## src/rtl/mem_arbiter_pkg.sv

```systemverilog
`default_nettype none
// ============================================================================
//  Module   : mem_arbiter_pkg
//  Purpose  : Shared widths, request type and enums for the main-memory
//             arbiter (icache / dcache miss ports -> main memory).
//  Revision : 1.0 - initial release
// ============================================================================
package mem_arbiter_pkg;

    localparam int PC_WIDTH          = 32;
    localparam int ICACHE_LINE_WIDTH = 128;
    localparam int DCACHE_LINE_WIDTH = ICACHE_LINE_WIDTH;

    typedef logic [ICACHE_LINE_WIDTH-1:0] line_t;

    typedef struct packed {
        logic [PC_WIDTH-1:0]          addr;
        logic                         is_store;
        logic [DCACHE_LINE_WIDTH-1:0] data;
    } memory_request_t;

    typedef enum logic [1:0] {
        ST_IDLE    = 2'd0,
        ST_ISSUE   = 2'd1,
        ST_WAIT    = 2'd2,
        ST_RESPOND = 2'd3
    } arb_state_t;

    typedef enum logic {
        OWNER_IC = 1'b0,
        OWNER_DC = 1'b1
    } arb_owner_t;

endpackage
`default_nettype wire

```

## src/rtl/mem_arbiter_if.sv

```systemverilog
`default_nettype none
// ============================================================================
//  Module   : mem_arbiter_if
//  Purpose  : Bundle of the cache-side and memory-side handshake signals of
//             the memory arbiter. slave = arbiter view, master = environment.
//  Revision : 1.0 - initial release
// ============================================================================
interface mem_arbiter_if;
    import mem_arbiter_pkg::*;

    logic                                ic_req_valid;
    memory_request_t                     ic_req_info;
    logic                                ic_rsp_valid;
    logic [ICACHE_LINE_WIDTH-1:0]        ic_rsp_data;

    logic                                dc_req_valid;
    memory_request_t                     dc_req_info;
    logic                                dc_rsp_valid;
    logic [DCACHE_LINE_WIDTH-1:0]        dc_rsp_data;

    logic                                mem_req_valid;
    memory_request_t                     mem_req_info;
    logic                                mem_rsp_valid;
    logic [ICACHE_LINE_WIDTH-1:0]        mem_rsp_data;

    modport slave (
        input  ic_req_valid, ic_req_info, dc_req_valid, dc_req_info,
               mem_rsp_valid, mem_rsp_data,
        output ic_rsp_valid, ic_rsp_data, dc_rsp_valid, dc_rsp_data,
               mem_req_valid, mem_req_info
    );

    modport master (
        output ic_req_valid, ic_req_info, dc_req_valid, dc_req_info,
               mem_rsp_valid, mem_rsp_data,
        input  ic_rsp_valid, ic_rsp_data, dc_rsp_valid, dc_rsp_data,
               mem_req_valid, mem_req_info
    );

endinterface
`default_nettype wire

```

## src/rtl/mem_arb_slot.sv

```systemverilog
`default_nettype none
// ============================================================================
//  Module   : mem_arb_slot
//  Purpose  : One pending-miss slot (valid + request). A new request in the
//             same cycle the slot is being issued wins over the clear.
//  Revision : 1.0 - initial release
// ============================================================================
module mem_arb_slot
    import mem_arbiter_pkg::*;
(
    input  logic            clock,
    input  logic            reset,
    input  logic            set_i,
    input  memory_request_t info_i,
    input  logic            clear_i,
    output logic            valid_o,
    output memory_request_t info_o
);

    logic            valid_q, valid_d;
    memory_request_t info_q,  info_d;
    logic            accept;

    // A pulse into an occupied slot is dropped unless the slot empties now.
    assign accept = set_i && (!valid_q || clear_i);

    // Next-state: clear first, then let an accepted request override it.
    always_comb begin
        valid_d = valid_q;
        info_d  = info_q;
        if (clear_i) begin
            valid_d = 1'b0;
        end
        if (accept) begin
            valid_d = 1'b1;
            info_d  = info_i;
        end
    end

    // Slot register.
    always_ff @(posedge clock or posedge reset) begin
        if (reset) begin
            valid_q <= 1'b0;
            info_q  <= '0;
        end else begin
            valid_q <= valid_d;
            info_q  <= info_d;
        end
    end

    assign valid_o = valid_q;
    assign info_o  = info_q;

    // Requesters promise one outstanding miss; flag any overrun.
    a_no_overrun: assert property (@(posedge clock) disable iff (reset)
        !(set_i && valid_q && !clear_i))
        else $error("mem_arb_slot: request dropped, slot already occupied");

endmodule
`default_nettype wire

```

## src/rtl/mem_arbiter.sv

```systemverilog
`default_nettype none
// ============================================================================
//  Module   : mem_arbiter
//  Purpose  : Serialises icache and dcache misses onto a single main-memory
//             port, one transaction in flight, response routed to owner.
//  Options  : MEM_ARB_ROUND_ROBIN_EN - two-entry round-robin on collision;
//             undefined gives fixed priority with the dcache winning.
//  Revision : 1.0 - initial release
// ============================================================================
module mem_arbiter
    import mem_arbiter_pkg::*;
(
    input  logic          clock,
    input  logic          reset,
    mem_arbiter_if.slave  bus
);

    arb_state_t      state_q, state_d;
    arb_owner_t      owner_q, owner_d;
    line_t           rsp_data_q, rsp_data_d;
`ifdef MEM_ARB_ROUND_ROBIN_EN
    arb_owner_t      rr_ptr_q, rr_ptr_d;
`endif

    logic            ic_valid, dc_valid;
    memory_request_t ic_info, dc_info;
    logic            issue;
    arb_owner_t      winner;

    assign issue = (state_q == ST_ISSUE);

    mem_arb_slot u_ic_slot (
        .clock   (clock),
        .reset   (reset),
        .set_i   (bus.ic_req_valid),
        .info_i  (bus.ic_req_info),
        .clear_i (issue && (owner_q == OWNER_IC)),
        .valid_o (ic_valid),
        .info_o  (ic_info)
    );

    mem_arb_slot u_dc_slot (
        .clock   (clock),
        .reset   (reset),
        .set_i   (bus.dc_req_valid),
        .info_i  (bus.dc_req_info),
        .clear_i (issue && (owner_q == OWNER_DC)),
        .valid_o (dc_valid),
        .info_o  (dc_info)
    );

    // Winner selection among valid slots; only meaningful in IDLE.
    always_comb begin
        winner = OWNER_IC;
`ifdef MEM_ARB_ROUND_ROBIN_EN
        if (ic_valid && dc_valid) begin
            winner = rr_ptr_q;
        end else if (dc_valid) begin
            winner = OWNER_DC;
        end
`else
        if (dc_valid) begin
            winner = OWNER_DC;
        end
`endif
    end

    // FSM next-state, owner latch, response capture and pointer update.
    always_comb begin
        state_d    = state_q;
        owner_d    = owner_q;
        rsp_data_d = rsp_data_q;
`ifdef MEM_ARB_ROUND_ROBIN_EN
        rr_ptr_d   = rr_ptr_q;
`endif
        case (state_q)
            ST_IDLE: begin
                if (ic_valid || dc_valid) begin
                    owner_d = winner;
                    state_d = ST_ISSUE;
`ifdef MEM_ARB_ROUND_ROBIN_EN
                    rr_ptr_d = (winner == OWNER_IC) ? OWNER_DC : OWNER_IC;
`endif
                end
            end
            ST_ISSUE: begin
                state_d = ST_WAIT;
            end
            ST_WAIT: begin
                if (bus.mem_rsp_valid) begin
                    rsp_data_d = bus.mem_rsp_data;
                    state_d    = ST_RESPOND;
                end
            end
            ST_RESPOND: begin
                state_d = ST_IDLE;
            end
            default: begin
                state_d = ST_IDLE;
            end
        endcase
    end

    // State registers; reset aborts any transaction in progress.
    always_ff @(posedge clock or posedge reset) begin
        if (reset) begin
            state_q    <= ST_IDLE;
            owner_q    <= OWNER_IC;
            rsp_data_q <= '0;
`ifdef MEM_ARB_ROUND_ROBIN_EN
            rr_ptr_q   <= OWNER_IC;
`endif
        end else begin
            state_q    <= state_d;
            owner_q    <= owner_d;
            rsp_data_q <= rsp_data_d;
`ifdef MEM_ARB_ROUND_ROBIN_EN
            rr_ptr_q   <= rr_ptr_d;
`endif
        end
    end

    // Outputs decode from registered state, so reset clears them at once.
    assign bus.mem_req_valid = issue;
    assign bus.mem_req_info  = !issue ? '0 :
                               ((owner_q == OWNER_DC) ? dc_info : ic_info);
    assign bus.ic_rsp_valid  = (state_q == ST_RESPOND) && (owner_q == OWNER_IC);
    assign bus.dc_rsp_valid  = (state_q == ST_RESPOND) && (owner_q == OWNER_DC);
    assign bus.ic_rsp_data   = rsp_data_q;
    assign bus.dc_rsp_data   = rsp_data_q;

endmodule
`default_nettype wire

```

## src/flat_wrapper.sv

```systemverilog
// flat-port wrapper written by rule: the top's interface ports become plain ports
module mem_arbiter_flat import mem_arbiter_pkg::*;
  (clock, reset, bus_ic_req_valid, bus_ic_req_info, bus_dc_req_valid, bus_dc_req_info, bus_mem_rsp_valid, bus_mem_rsp_data, bus_ic_rsp_valid, bus_ic_rsp_data, bus_dc_rsp_valid, bus_dc_rsp_data, bus_mem_req_valid, bus_mem_req_info);
  mem_arbiter_if bus_i ();
  input  logic clock;
  input  logic reset;
  input wire logic [$bits(bus_i.ic_req_valid)-1:0] bus_ic_req_valid;
  input wire logic [$bits(bus_i.ic_req_info)-1:0] bus_ic_req_info;
  input wire logic [$bits(bus_i.dc_req_valid)-1:0] bus_dc_req_valid;
  input wire logic [$bits(bus_i.dc_req_info)-1:0] bus_dc_req_info;
  input wire logic [$bits(bus_i.mem_rsp_valid)-1:0] bus_mem_rsp_valid;
  input wire logic [$bits(bus_i.mem_rsp_data)-1:0] bus_mem_rsp_data;
  output wire logic [$bits(bus_i.ic_rsp_valid)-1:0] bus_ic_rsp_valid;
  output wire logic [$bits(bus_i.ic_rsp_data)-1:0] bus_ic_rsp_data;
  output wire logic [$bits(bus_i.dc_rsp_valid)-1:0] bus_dc_rsp_valid;
  output wire logic [$bits(bus_i.dc_rsp_data)-1:0] bus_dc_rsp_data;
  output wire logic [$bits(bus_i.mem_req_valid)-1:0] bus_mem_req_valid;
  output wire logic [$bits(bus_i.mem_req_info)-1:0] bus_mem_req_info;
  assign bus_i.ic_req_valid = bus_ic_req_valid;
  assign bus_i.ic_req_info = bus_ic_req_info;
  assign bus_i.dc_req_valid = bus_dc_req_valid;
  assign bus_i.dc_req_info = bus_dc_req_info;
  assign bus_i.mem_rsp_valid = bus_mem_rsp_valid;
  assign bus_i.mem_rsp_data = bus_mem_rsp_data;
  assign bus_ic_rsp_valid = bus_i.ic_rsp_valid;
  assign bus_ic_rsp_data = bus_i.ic_rsp_data;
  assign bus_dc_rsp_valid = bus_i.dc_rsp_valid;
  assign bus_dc_rsp_data = bus_i.dc_rsp_data;
  assign bus_mem_req_valid = bus_i.mem_req_valid;
  assign bus_mem_req_info = bus_i.mem_req_info;
  mem_arbiter u_core (.clock(clock), .reset(reset), .bus(bus_i));
endmodule
```

## config.mk

```make
export PLATFORM = sky130hd
export DESIGN_NAME = mem_arbiter_flat
export DESIGN_NICKNAME = d
export VERILOG_FILES = /design/src/rtl/mem_arbiter_pkg.sv /design/src/rtl/mem_arbiter_if.sv /design/src/rtl/mem_arb_slot.sv /design/src/rtl/mem_arbiter.sv /design/src/flat_wrapper.sv
export SDC_FILE = /design/constraint.sdc
export NUM_CORES = 1
export LEC_CHECK = 0
export CAP_MARGIN = 25
export CORE_AREA = 2 2 340 342
export CTS_BUF_LIST = sky130_fd_sc_hd__clkbuf_8
export DETAILED_ROUTE_END_ITERATION = 8
export DIE_AREA = 0 0 342 344
export PLACE_DENSITY = 0.4
export SLEW_MARGIN = 20
export SYNTH_ARGS = -nofsm -noshare
export SYNTH_HDL_FRONTEND = slang
export SYNTH_SLANG_ARGS = --single-unit
```

## constraint.sdc

```tcl
create_clock -name clock -period 16.15 [get_ports clock]
set_input_delay 3.23 -clock clock [delete_from_list [all_inputs] [get_ports clock]]
set_output_delay 3.23 -clock clock [all_outputs]
set_load 0.005 [all_outputs]
```

# --- Word level (Yosys, flattened, before mapping) ---
# Index checks and enable logic that the tools add are counted.
classes:
  eq_ne: 5
  mux: 10
  bitwise: 1
  n_reduce_logical: 17
op_table:
  columns: ["op", "n"]
  rows:
  - ["two-way mux 161 bit", 2]
  - ["case mux 2 bit (4 select lines)", 1]
  - ["logical AND 1 bit", 6]
  - ["AND reduction 2 bit", 3]
  - ["two-way mux 1 bit", 5]
  - ["== test 2 bit (second input constant)", 2]
  - ["two-way mux 2 bit", 2]
  - ["nonzero test 2 bit", 2]
  - ["logical OR 1 bit", 3]
  - ["== test 2 x 1 -> 1 bit (second input constant)", 1]
  - ["zero test 1 bit", 2]
  - ["zero test 2 bit", 1]
  - ["inequality test 2 x 1 -> 1 bit (second input constant)", 1]
  - ["inequality test 2 bit (second input constant)", 1]
  - ["NOT 1 bit", 1]
word_totals:
  register_bits: 455
  in_bits: 455
  output_inout_bits: 420
  wordCells: 44

# --- Longest topological paths before layout ---
# Gate-level depths: netlist of run 1.
depth:
  depth_word: 5
  ltp_mapped: 9
  depth_no_buf: 5

# --- Modules after synthesis ---
# From an unflattened synthesis of run 1, not the netlist that was laid out.
hier_totals:
  hier_cells: 1467
  area_unflattened_um2: 22178.8
by_module_without_submodules:
  columns: ["mod", "instances", "cells_each", "area_per_inst_um2", "seq_area_each_um2"]
  rows:
  - ["mem_arb_slot", 2, 344, 6382.4, 4053.9]
  - ["mem_arbiter", 1, 779, 9414.0, 3278.1]

# --- Least setup slack after synthesis of run 1 ---
# No wires, ideal clock.
synth_timing:
  kind: "register -> output"
  start: "register u_core.state_q[1]"
  end: "output port bus_mem_req_info[100]"
  arrival_ns: 1.452
  required_time_ns: 12.920
  setup_slack_ns: 11.468
  path_stages_with_launch: 7
  path_buffers: 3
  path_cell_list: "dfrtp_1 -> inv_1 -> ha_1 -> buf_4 -> clkbuf_1 -> clkbuf_1 -> nor2b_1"
synth_between:
  elab_chain_len: 2
synth_rtl:
  columns: ["element", "line_no", "source"]
  rows:
  - ["from (decl)", "mem_arbiter.sv:18", "arb_state_t state_q, state_d;"]
  - ["from (signal assigned)", "mem_arbiter.sv:114", "state_q <= state_d;"]
  - ["== test 2 x 1 -> 1 bit", "mem_arbiter.sv:30", "assign issue = (state_q == ST_ISSUE);"]
  - ["via bus_mem_req_valid", "flat_wrapper.sv:17", "output wire logic [$bits(bus_i.mem_req_valid)-1:0] bus_mem_req_valid;"]
  - ["two-way mux 161 bit", "mem_arbiter.sv:125", "assign bus.mem_req_info = !issue ? '0 :"]
  - ["to (decl)", "flat_wrapper.sv:18", "output wire logic [$bits(bus_i.mem_req_info)-1:0] bus_mem_req_info;"]
# The timed path passes the listed nets, and every way through them passes these cells.

# --- Worst setup path after layout of run 1 ---
layout_timing:
  start: "register u_core.owner_q"
  end: "output port bus_mem_req_info[84]"
layout_between:
  elab_chain_len: 2
layout_rtl:
  columns: ["element", "line_no", "source"]
  rows:
  - ["from (decl)", "mem_arbiter.sv:19", "arb_owner_t owner_q, owner_d;"]
  - ["from (signal assigned)", "mem_arbiter.sv:115", "owner_q <= owner_d;"]
  - ["two-way mux 161 bit", "mem_arbiter.sv:126", "((owner_q == OWNER_DC) ? dc_info : ic_info);"]
  - ["two-way mux 161 bit", "mem_arbiter.sv:125", null]
# Every way passes these cells.

==> results.json, run 1 <==
{
  "cts_root_buffer": "clkbuf_8",
  "htree_levels": 3,
  "cp_data_arrival_time_ps": 4160,
  "grt_overflow": 0,
  "p_sw_share_pct": 32.5,
  "die_y_um": 344,
  "rsz0062_at_grt": "no",
  "clkLatencyLatePin_ps": 730,
  "first_iter_violations": 399,
  "fin_area_um2": 32500,
  "route.vias.total": 14434,
  "antenna_found_initial": 39,
  "grt_pass1_wl_um": 119000,
  "setup_viol": 0,
  "p_switching_mw": 2.07,
  "via_per_inst": 3.77,
  "synth_top_area_share_pct": 53.7,
  "io_buffers": 874,
  "p_per_area_nw_per_um2": 196,
  "synth_flop_cell": "dfrtp_1",
  "drtPass1Iterations": 4,
  "post-route-min-period_ps": 7390,
  "die_area_um2": 118000,
  "fin_crit_sh_pct": 45.7,
  "fin_skew_ps": 45.3,
  "setup-tns-final_ps": 0,
  "synth_nets": 1925,
  "core_um2": 114000,
  "gr-usage-all-layers_pct": 14.1,
  "intPower_mw": 4.30,
  "synthArstFlopShare_pct": 100,
  "clk_pin_slew_ps": 60,
  "fin_util_pct": 28.5,
  "synth_cell_type_count": 25,
  "p_clk_share_pct": 19.9,
  "synth_seq_cells": 455,
  "cts_buffer_depth": 3,
  "startpoint_type": "register",
  "grt_max_degree": 150,
  "finalHoldViolations": 0,
  "synth_commonest_cells": "dfrtp_1 (455), mux2_2 (351), nor2b_1 (162)",
  "die_width_um": 342,
  "p_seq_share_pct": 35.5,
  "cp_slowest_stage_delay_ps": 940,
  "cp_common_cell": "buf_4",
  "holdCritPathClass": "register to register",
  "hold_buffers": 0,
  "nets": 2692,
  "dpl_cell_area_um2": 30400,
  "clock-sinks": 455,
  "cts_tree": "yes",
  "worstSetupEndpointType": "output pin",
  "synth_edf_count": 0,
  "syn_inst": 1465,
  "rows": 124,
  "syn_avg_cell_area_um2": 14.5,
  "drc_errors": 0,
  "status": "complete, no violations",
  "drv_slew": 0,
  "cap_viol_max_count": 0,
  "yosys_warnings": 0,
  "dp_hpwl_um": 65000,
  "path_max_fanout": 53,
  "drive_above_1_share_pct": 25.8,
  "ios": 875,
  "synthToLayoutAreaGrowth_pct": 53.0,
  "p_comb_share_pct": 44.6,
  "synth_area_um2": 21200,
  "cp_cell_sequence": "buf_4, buf_4, mux2i_1, nor2b_1, clkdlybuf4s50_1",
  "tightest_slew_ps": 986,
  "wire_per_inst_um": 22.7,
  "gp_congestion": 0.823,
  "slew_headroom_pct": 34.3,
  "cts_buffers": 91,
  "synth_top_cell_by_area": "dfrtp_1",
  "cts_setup_buffers": 0,
  "grt_pass1_vias": 16013,
  "post_cts_resized": 0,
  "wl_um": 86800,
  "ys_top_cells_by_area": "dfrtp_1 (54%), mux2_2 (19%), mux2i_1 (7.6%)",
  "critPathSlowestCell": "dfrtp_4",
  "post-synth-top-count-cell": "dfrtp_1",
  "synth_seq_area_share_pct": 53.7,
  "ir_worst_vdd_mv": 0.0735,
  "ant_nets": 0,
  "start_util_pct": 18.6,
  "critPathKind": "register to output pin",
  "cellLeakagePower_nw": 13.6,
  "fmax_mhz": 135,
  "worstPathRequired_ps": 12920
}
## layer usage
layer | part of all wire, % | track usage [%] | vias to the layer above
met1 | 40 | 16.6 | 7237
met5 | 0.32 | 0 | -
li1 | - | - | 6491
met4 | 2.6 | 5.00 | 46
met3 | 7.9 | 5.19 | 166
met2 | 49 | 23.5 | 494
## cell type report
| class | count | area [µm²] |
|---|---|---|
| timing repair buffer | 888 | 8910 |
| antenna | 16 | 40.0 |
| inverter | 4 | 22.5 |
| multi-input combinational | 792 | 8250 |
| tap | 1512 | 1890 |
| sequential | 455 | 11400 |
| fill | 11702 | 81400 |
| clock inverter | 50 | 373 |
| clock buffer | 115 | 1580 |
## final timing paths
check	start	to	slack (ps)	cells after the start
max	u_core.owner_q	bus_mem_req_info[84]	8760	5
min	u_core.u_dc_slot.info_o[81]	u_core.u_dc_slot.info_o[81]	500	1
max reg2reg	u_core.state_q[1]	u_core.u_ic_slot.info_o[155]	12440	8
min reg2reg	u_core.u_dc_slot.info_o[81]	u_core.u_dc_slot.info_o[81]	500	1
max in group asynchronous	reset	u_core.u_ic_slot.info_o[55]	11180	4
min in group asynchronous	reset	u_core.bus.dc_rsp_data[36]	3020	2
## power by group through the flow
| stage | Clock, mW | Sequential [mW] | Combinational (mW) |
|---|---|---|---|
| 4_1_cts | 1.34 | 2.28 | 2.89 |
| 5_1_grt | 1.39 | 2.33 | 3.05 |
| 3_5_place_dp | 0 | 2.29 | 2.88 |
| 2_1_floorplan | 0 | 2.02 | 1.73 |
| 3_3_place_gp | 0 | 2.29 | 2.85 |
| 6_report | 1.27 | 2.26 | 2.84 |
## placed cells by master (no fill, tap or decap), types with 2 or more instances in the layout
master	n
buf_12	3
buf_4	10
bufinv_16	5
clkbuf_8	115
clkdlybuf4s50_1	874
clkinv_2	4
clkinv_8	2
clkinvlp_4	3
dfrtp_1	454
diode_2	16
ha_1	4
inv_1	37
inv_8	2
mux2_1	10
mux2_2	351
mux2_4	90
mux2i_1	161
nor2b_1	162
## critical path: cells and delay by family (launching register included)
kind | cells | cell delay (ps)
flops | 1 | 940
simple gates | 1 | 160
mux | 1 | 210
buf+inv | 3 | 1970
## sequential cells by signal (all words and copies together), names as in the netlist
name / flops
u_core.u_dc_slot.valid_o: 1
u_core.state_q: 2
u_core.u_ic_slot.info_o: 161
u_core.owner_q: 1
u_core.u_ic_slot.valid_o: 1
u_core.bus.dc_rsp_data: 128
u_core.u_dc_slot.info_o: 161
## per-stage QoR
| stage | hold WS (ps) | instances | setup WS (ps) | power (mW) |
|---|---|---|---|---|
| 5_1_grt | 512 | 3827 | 8460 | 6.76 |
| 3_3_place_gp | 487 | 3650 | 9480 | 5.14 |
| 2_1_floorplan | 464 | 1465 | 236 | 3.75 |
| 3_5_place_dp | 493 | 3650 | 9460 | 5.16 |
| 6_report | 501 | 3832 | 8760 | 6.36 |
| 4_1_cts | 507 | 3815 | 8550 | 6.51 |
## cell families (layout without fill, tap and decap cells)
family	count (synthesis)	in the layout	synth area share, %
mux	612	612	33.1
compound gates	6	6	0.248
other cells	0	16	0
fa+ha+maj	5	5	0.295
simple gates	169	169	5.00
buf+inv	218	1057	7.63
flops	455	455	53.7
Note: power is estimated with default switching activity, not from simulation.
==> run 2, diff against run 1 <==
Clock period 16.15 ns to 6.14 ns, I/O delays scaled along.
==> results.json, run 2 (synthesized netlist as in run 1, its figures left out) <==
{
  "status": "complete, no violations",
  "cellLeakagePower_nw": 13.5,
  "via_per_inst": 3.76,
  "met2WireLength_um": 41300,
  "startpoint_type": "register",
  "gp_congestion": 0.796,
  "wl_um": 82700,
  "register_area_um2": 11400,
  "rows": 124,
  "cts_setup_buffers": 0,
  "worstSetupEndpointType": "output pin",
  "cts_buffer_depth": 3,
  "p_per_area_nw_per_um2": 509,
  "fin_skew_ps": 29.0,
  "die_width_um": 342,
  "cap_viol_max_count": 0,
  "clock-sinks": 455,
  "layout_common_cells": "clkdlybuf4s50_1 (874), dfrtp_1 (454), mux2_2 (351), nor2b_1 (162), mux2i_1 (161)",
  "cts_root_buffer": "clkbuf_8",
  "start_util_pct": 18.6,
  "slew_headroom_pct": 32.0,
  "post_cts_resized": 0,
  "grt_pass1_vias": 15898,
  "multiInputGateArea_um2": 8250,
  "cp_cell_sequence": "inv_1, ha_4, buf_12, nor2b_1, clkdlybuf4s50_1",
  "ios": 875,
  "io_buffers": 874,
  "setup_viol": 0,
  "first_iter_violations": 426,
  "worstPathRequired_ps": 4910,
  "top_layer": "met5",
  "grt_pass1_wl_um": 114000,
  "fmax_mhz": 222,
  "hold_buffers": 0,
  "nets": 2701,
  "drc_errors": 0,
  "wl_met3_um": 5430,
  "cp_slowest_stage_delay_ps": 790,
  "drive_above_1_share_pct": 26.2,
  "rsz0062_at_grt": "no",
  "clkLatencyLatePin_ps": 700,
  "cp.buffers_inverters": 3,
  "nFillCells": 11763,
  "post-route-min-period_ps": 4500,
  "tightest_slew_ps": 1020,
  "path_max_fanout": 87,
  "core_um2": 114000,
  "cts_buffers": 93,
  "htree_levels": 3,
  "wire_per_inst_um": 21.6,
  "cp_data_arrival_time_ps": 3270,
  "layout_commonest_cell": "clkdlybuf4s50_1",
  "drtPass1Iterations": 4,
  "dp_hpwl_um": 60800,
  "gr-usage-all-layers_pct": 13.3,
  "die_y_um": 344,
  "fin_crit_sh_pct": 73.2,
  "holdCritPathClass": "register to register",
  "antenna_found_initial": 21,
  "ant_nets": 0,
  "critPathKind": "register to output pin",
  "fin_util_pct": 28.4,
  "clk_pin_slew_ps": 50,
  "cts_tree": "yes",
  "cpLargestDelayFamily": "buffers and inverters",
  "synthToLayoutAreaGrowth_pct": 52.7,
  "die_area_um2": 118000,
  "wl_met1_um": 34100,
  "critPathSlowestCell": "ha_4",
  "ir_worst_vdd_mv": 0.227,
  "whs_ps": 496,
  "finalHoldViolations": 0,
  "grt_overflow": 0,
  "drv_slew": 0,
  "route.vias.total": 14386,
  "grt_max_degree": 115
}
==> run 2: cell count changes in the layout (fill, tap and decap cells not counted) <==
cell and delta:
clkinv_2 +13, clkinv_8 -2, inv_8 +1, bufinv_16 -4, inv_1 -7, buf_12 +5
buf_16 -1, clkbuf_8 -3, buf_4 +3, diode_2 -6
==> run 2: layout make-up <==
| type | instances | area share (%) |
|---|---|---|
| Antenna cell | 10 | 0.0773 |
| Clock buffer | 112 | 4.76 |
| Clock inverter | 51 | 0.846 |
| Inverter | 4 | 0.0579 |
| Multi-Input combinational cell | 792 | 25.5 |
| Sequential cell | 455 | 35.2 |
| Tap cell | 1512 | 5.84 |
| Timing Repair Buffer | 895 | 27.8 |
==> run 2: layer usage <==
metal / vias to the layer above / global-route usage (%)
met3: 121 / 4.34
li1: 6504 / -
met2: 487 / 22.6
met5: - / 0
met4: 14 / 3.92
met1: 7260 / 16.1
==> run 2: metrics by stage <==
step	instance area (µm²)	instances	total power [mW]	setup WS, ps	setup TNS, ps
floorplan	21200	1465	9.86	-1240	-565590
global placement	30500	3657	13.5	2360	0
detailed placement	30500	3657	13.6	2250	0
CTS	32300	3820	16.9	1380	0
global route	32400	3829	17.6	1360	0
finish	32400	3831	16.5	1640	0
==> run 2: worst paths after layout <==
path	start	to	slack [ps]	cells past startpoint
setup / recovery	u_core.state_q[1]	bus_mem_req_info[150]	1640	5
min in group asynchronous	reset	u_core.u_dc_slot.info_o[2]	1030	2
setup reg to reg	u_core.state_q[1]	u_core.u_dc_slot.info_o[88]	2750	6
max in group asynchronous	reset	u_core.u_ic_slot.info_o[31]	3740	3
hold / removal	u_core.u_dc_slot.info_o[84]	u_core.u_dc_slot.info_o[84]	500	1
hold reg to reg	u_core.u_dc_slot.info_o[84]	u_core.u_dc_slot.info_o[84]	500	1
==> run 2: where the power goes <==
| part | switching, mW | internal [mW] |
|---|---|---|
| Combinational | 2.80 | 4.86 |
| Sequential | 1.15 | 4.56 |
| Clock | 1.43 | 1.69 |
| Total | 5.38 | 11.1 |
==> run 2: worst reg2reg max path, stage by stage, from the launching register on <==
cell     delay, ps
dfrtp_1        410
inv_1          150
ha_4           790
a21bo_2        430
nand2_8        390
buf_4          680
mux2_1         400
==> run 3, diff against run 2 <==
Settings changed: PLACE_DENSITY 0.4 to 0.38.
Clock period 6.14 ns to 4.4 ns, I/O delays scaled along.
==> results.json, run 3 (synthesized netlist as in run 1, its figures left out) <==
{
  "use_met3_pct": 4.63,
  "cp_slowest_stage_delay_ps": 570,
  "post-route-min-period_ps": 3950,
  "gp_congestion": 0.787,
  "rr_worst_depth": 7,
  "wl_um": 86000,
  "cp.buffers_inverters": 3,
  "cpLargestDelayFamily": "buffers and inverters",
  "synthToLayoutAreaGrowth_pct": 53.5,
  "fin_area_um2": 32600,
  "setup_viol": 0,
  "start_util_pct": 18.6,
  "tightest_slew_ps": 941,
  "hold_buffers": 0,
  "gr-usage-all-layers_pct": 14.0,
  "rsz0062_at_grt": "no",
  "finalHoldViolations": 0,
  "cellLeakagePower_nw": 13.7,
  "cp_cell_sequence": "inv_1, ha_4, buf_4, nor2b_1, clkdlybuf4s50_1",
  "met2_usage_pct": 23.9,
  "route.vias.total": 14448,
  "via_per_inst": 3.76,
  "rows": 124,
  "dpl_cell_area_um2": 30700,
  "critPathKind": "register to output pin",
  "startpoint_type": "register",
  "grt_pass1_wl_um": 120000,
  "wire_per_inst_um": 22.4,
  "gr-usage-met1_pct": 17.1,
  "holdCritPathClass": "register to register",
  "post_cts_resized": 0,
  "cap_viol_max_count": 0,
  "die_y_um": 344,
  "cp_data_arrival_time_ps": 3070,
  "fin_skew_ps": 37.7,
  "cts_buffer_depth": 3,
  "nFillCells": 11692,
  "worstPathRequired_ps": 3520,
  "ir_worst_vdd_mv": 0.296,
  "fin_crit_sh_pct": 89.8,
  "drive_above_1_share_pct": 26.4,
  "critPathSlowestCell": "clkdlybuf4s50_1",
  "drc_errors": 0,
  "clock-sinks": 455,
  "finalPower_mw": 23.1,
  "cts_buffers": 94,
  "reg2reg_from": "u_core.state_q[1]",
  "io_buffers": 874,
  "ios": 875,
  "holdPathStages": 1,
  "status": "complete, no violations",
  "cts_setup_buffers": 0,
  "dp_hpwl_um": 64300,
  "cts_root_buffer": "clkbuf_8",
  "core_um2": 114000,
  "clkLatencyLatePin_ps": 720,
  "drtPass1Iterations": 4,
  "nets": 2716,
  "fmax_mhz": 253,
  "place_ws_ps": 1140,
  "first_iter_violations": 424,
  "hold_path_end": "u_core.u_dc_slot.info_o[82]",
  "htree_levels": 3,
  "cts_tree": "yes",
  "r2r-end": "u_core.u_dc_slot.info_o[150]",
  "path_max_fanout": 55,
  "dpl.cell_count": 3672,
  "clk_pin_slew_ps": 50,
  "layout_commonest_cell": "clkdlybuf4s50_1",
  "busiest_layer": "met2",
  "setup_slack_ps": 449,
  "hp-start": "u_core.u_dc_slot.info_o[82]",
  "p_per_area_nw_per_um2": 710,
  "slew_headroom_pct": 37.3,
  "grt_overflow": 0,
  "layout_common_cells": "clkdlybuf4s50_1 (874), dfrtp_1 (454), mux2_2 (351), nor2b_1 (162), mux2i_1 (161)",
  "ant_nets": 0,
  "grt_max_degree": 82,
  "whs_ps": 492,
  "grt_pass1_vias": 16227,
  "antenna_found_initial": 20,
  "die_width_um": 342,
  "worstSetupEndpointType": "output pin",
  "drv_slew": 0,
  "final_cells": 3845,
  "r2r_setup_slack_ps": 1510,
  "die_area_um2": 118000
}
run 3: changes by cell type in the layout (fill, tap and decap cells not counted):
| cell | change |
|---|---|
| buf_4 | +12 |
| inv_1 | +10 |
| clkinv_2 | -9 |
| diode_2 | -5 |
| buf_12 | +2 |
| clkbuf_8 | +2 |
| inv_12 | +2 |
| clkinvlp_4 | +1 |
| inv_8 | -1 |
run 3: worst max-delay path by stage:
stage | from | end | slack, ps | depth (start not counted)
after detailed placement | u_core.state_q[1] | bus_mem_req_info[65] | 1140 | 5
after global routing | u_core.state_q[1] | bus_mem_req_info[58] | 230 | 5
final | u_core.state_q[1] | bus_mem_req_info[65] | 450 | 5
after floorplan | reset | u_core.bus.dc_rsp_data[0] | -2640 | 1
after global placement | u_core.state_q[1] | bus_mem_req_info[65] | 1160 | 5
after CTS | u_core.state_q[1] | bus_mem_req_info[65] | 280 | 5
run 3: final cells by class:
| class | count | area, µm² | share of cell area, % |
|---|---|---|---|
| antenna | 5 | 12.5 | 0.0384 |
| clock buffer | 114 | 1570 | 4.82 |
| clock inverter | 54 | 295 | 0.907 |
| inverter | 4 | 18.8 | 0.0576 |
| multi-input combinational | 792 | 8250 | 25.3 |
| sequential | 455 | 11400 | 35.0 |
| tap | 1512 | 1890 | 5.81 |
| timing repair buffer | 909 | 9140 | 28.1 |
run 3: power by group:
part / internal, mW / switching [mW] / leakage, nW
registers: 6.37 / 1.69 / 5.39
logic: 6.81 / 3.80 / 7.18
clock network: 2.41 / 2.05 / 1.09
run 3: per-stage QoR:
stage,utilization (%),setup TNS [ps]
after detailed placement,26.9,0
after global routing,28.6,0
after global placement,26.9,0
final,28.6,0
after CTS,28.6,0
after floorplan,-,-1198950
run 3: per-layer routing:
layer | vias up | share of wire (%)
met4 | 22 | 1.7
met1 | 7309 | 42
met2 | 475 | 50
met3 | 123 | 6.7
li1 | 6519 | -
met5 | - | 0.16
==> RTL change: new RTL, config.mk and constraints of run 2 <==
Set the package constant `ICACHE_LINE_WIDTH` to 64 (it was 128).
--- a/src/rtl/mem_arbiter_pkg.sv
+++ b/src/rtl/mem_arbiter_pkg.sv
@@ -10,3 +10,3 @@
     localparam int PC_WIDTH          = 32;
-    localparam int ICACHE_LINE_WIDTH = 128;
+    localparam int ICACHE_LINE_WIDTH = 64;
     localparam int DCACHE_LINE_WIDTH = ICACHE_LINE_WIDTH;
Interface: changed (6 resized); port bits go from 875 to 491. The function was not compared with the original's and may differ.
==> RTL change against run 2 <==
- core utilization decreased by 11 points
- worst setup slack better by 38 ps
- routed wire length decreased by 46%
- sequential cell count is 192 lower
- synthesized area shrank 43%
- final cell count shrank 26%
- total power fell by 44%
- register-to-register slack gained 430 ps
- cell area fell by 40%
- sequential share of layout area down 1.1 points
- critical path type unchanged
- largest cell class unchanged
- highest routed layer unchanged
==> RTL change: results (changes against run 2) <==
Detailed routing
  • Drt first-iter violations: 122 (was 426)
  • Routed wire per std cell: 15.6 um (was 21.6 um)
  • WL met1: 18300 um (was 34100 um)
  • Routed wl met3: 4140 um (was 5430 um)

Placed design
  • Hpwl dp: 30900 um (was 60800 um)
  • # port buffers: 490 (was 874)
  • Final Wtd Congestion: 0.747 (was 0.796)

Pwr
  • Leak: 7.67 nW (was 13.5 nW)
  • Int Power: 6.29 mW (was 11.1 mW)
  • Max IR drop VDD: 0.000232 V (was 0.000227 V)

Synthesis
  • Sequential fraction of the synthesis area: 54.6% (was 53.7%)
  • Post-Syn Nets: 1119 (was 1925)
  • Post-synth top cells: dfrtp_1 (263), mux2_2 (229), nor2b_1 (98), mux2i_1 (97), buf_4 (76) (was dfrtp_1 (455), mux2_2 (351), nor2b_1 (162), mux2i_1 (161), buf_4 (137))
  • Leading post-synthesis cells by cell area: dfrtp_1 (55%), mux2_2 (21%), mux2i_1 (8.1%) (was dfrtp_1 (54%), mux2_2 (19%), mux2i_1 (7.6%))
  • Synth cell types: 23 (was 25)

Global routing
  • First-pass GRT wire length: 63700 um (was 114000 um)
  • Largest net degree at the start of global routing: 140 (was 115)
  • Vias in the first global route: 9591 (was 15.9k)
  • Met3 Use GR: 3.12% (was 4.34%)
  • Grt met2 use: 12.1% (was 22.6%)
  • GR Util met1: 8.51% (was 16.1%)

STA
  • Slew margin rel.: 31.6% (was 32.0%)

CTS
  • CTS buffer count: 54 (was 93)

Status
  • Outcome: finished clean (unchanged)

Critical path
  • CP Capture Point: bus_mem_req_info[89] (was bus_mem_req_info[150])
  • Max FO, Critical Path: 59 (was 87)
  • Worst Path Arrival: 3230 ps (was 3270 ps)

Min path
  • Worst Hold End: u_core.u_ic_slot.info_o[47]$_DFFE_PP0P_ (was u_core.u_dc_slot.info_o[84]$_DFFE_PP0P_)

Final layout
  • Layout cells sized above 1: 24.2% (was 26.2%)
[RTL change: cell count changes after synthesis, sizes merged]
cell	run 2	this run
dfrtp	455	263
clkbuf	19	11
mux2i	161	97
buf	195	101
nor2b	162	98
mux2	451	259
[RTL change: per-stage QoR]
| step | power [mW] | cells | util (%) | setup slack, ps |
|---|---|---|---|---|
| after floorplan | 5.49 | 851 | - | 1440 |
| after global placement | 7.47 | 2748 | 16.0 | 2330 |
| after detailed placement | 7.52 | 2749 | 16.0 | 2300 |
| after CTS | 9.56 | 2838 | 17.0 | 1430 |
| after global routing | 9.95 | 2839 | 17.0 | 1410 |
| final | 9.28 | 2841 | 17.0 | 1680 |
[RTL change: cell type report]
class | instances | area (sq um) | area share, %
clock inverter | 20 | 129 | 0.667
clock buffer | 69 | 950 | 4.92
inverter | 4 | 18.8 | 0.0971
antenna | 3 | 7.51 | 0.0389
timing repair buffer | 498 | 5050 | 26.1
sequential | 263 | 6590 | 34.1
tap | 1512 | 1890 | 9.79
multi-input combinational | 472 | 4690 | 24.3
[RTL change: power groups by stage]
stage	clock network [mW]	registers [mW]	logic, mW
2_1_floorplan	0	3.05	2.44
3_3_place_gp	0	3.33	4.13
3_5_place_dp	0	3.35	4.17
4_1_cts	2.03	3.34	4.20
5_1_grt	2.09	3.44	4.42
6_report	1.89	3.32	4.07
[RTL change: kinds of logic after synthesis]
| logic type | share of synthesized area, % |
|---|---|
| AO/OA/AOI/OAI | 0.498 |
| buffers and inverters | 6.65 |
| multiplexers | 32.3 |
| adder cells (fa/ha/maj) | 0.519 |
| flip-flops | 54.6 |
| AND/OR/NAND/NOR | 5.48 |
[RTL change: worst reg2reg max path: cells and delay by family, from the launching register on]
kind,cells,cell delay [ps]
compound gates,1,290
fa+ha+maj,1,640
buf+inv,2,610
flops,1,420
mux,1,400
simple gates,1,450
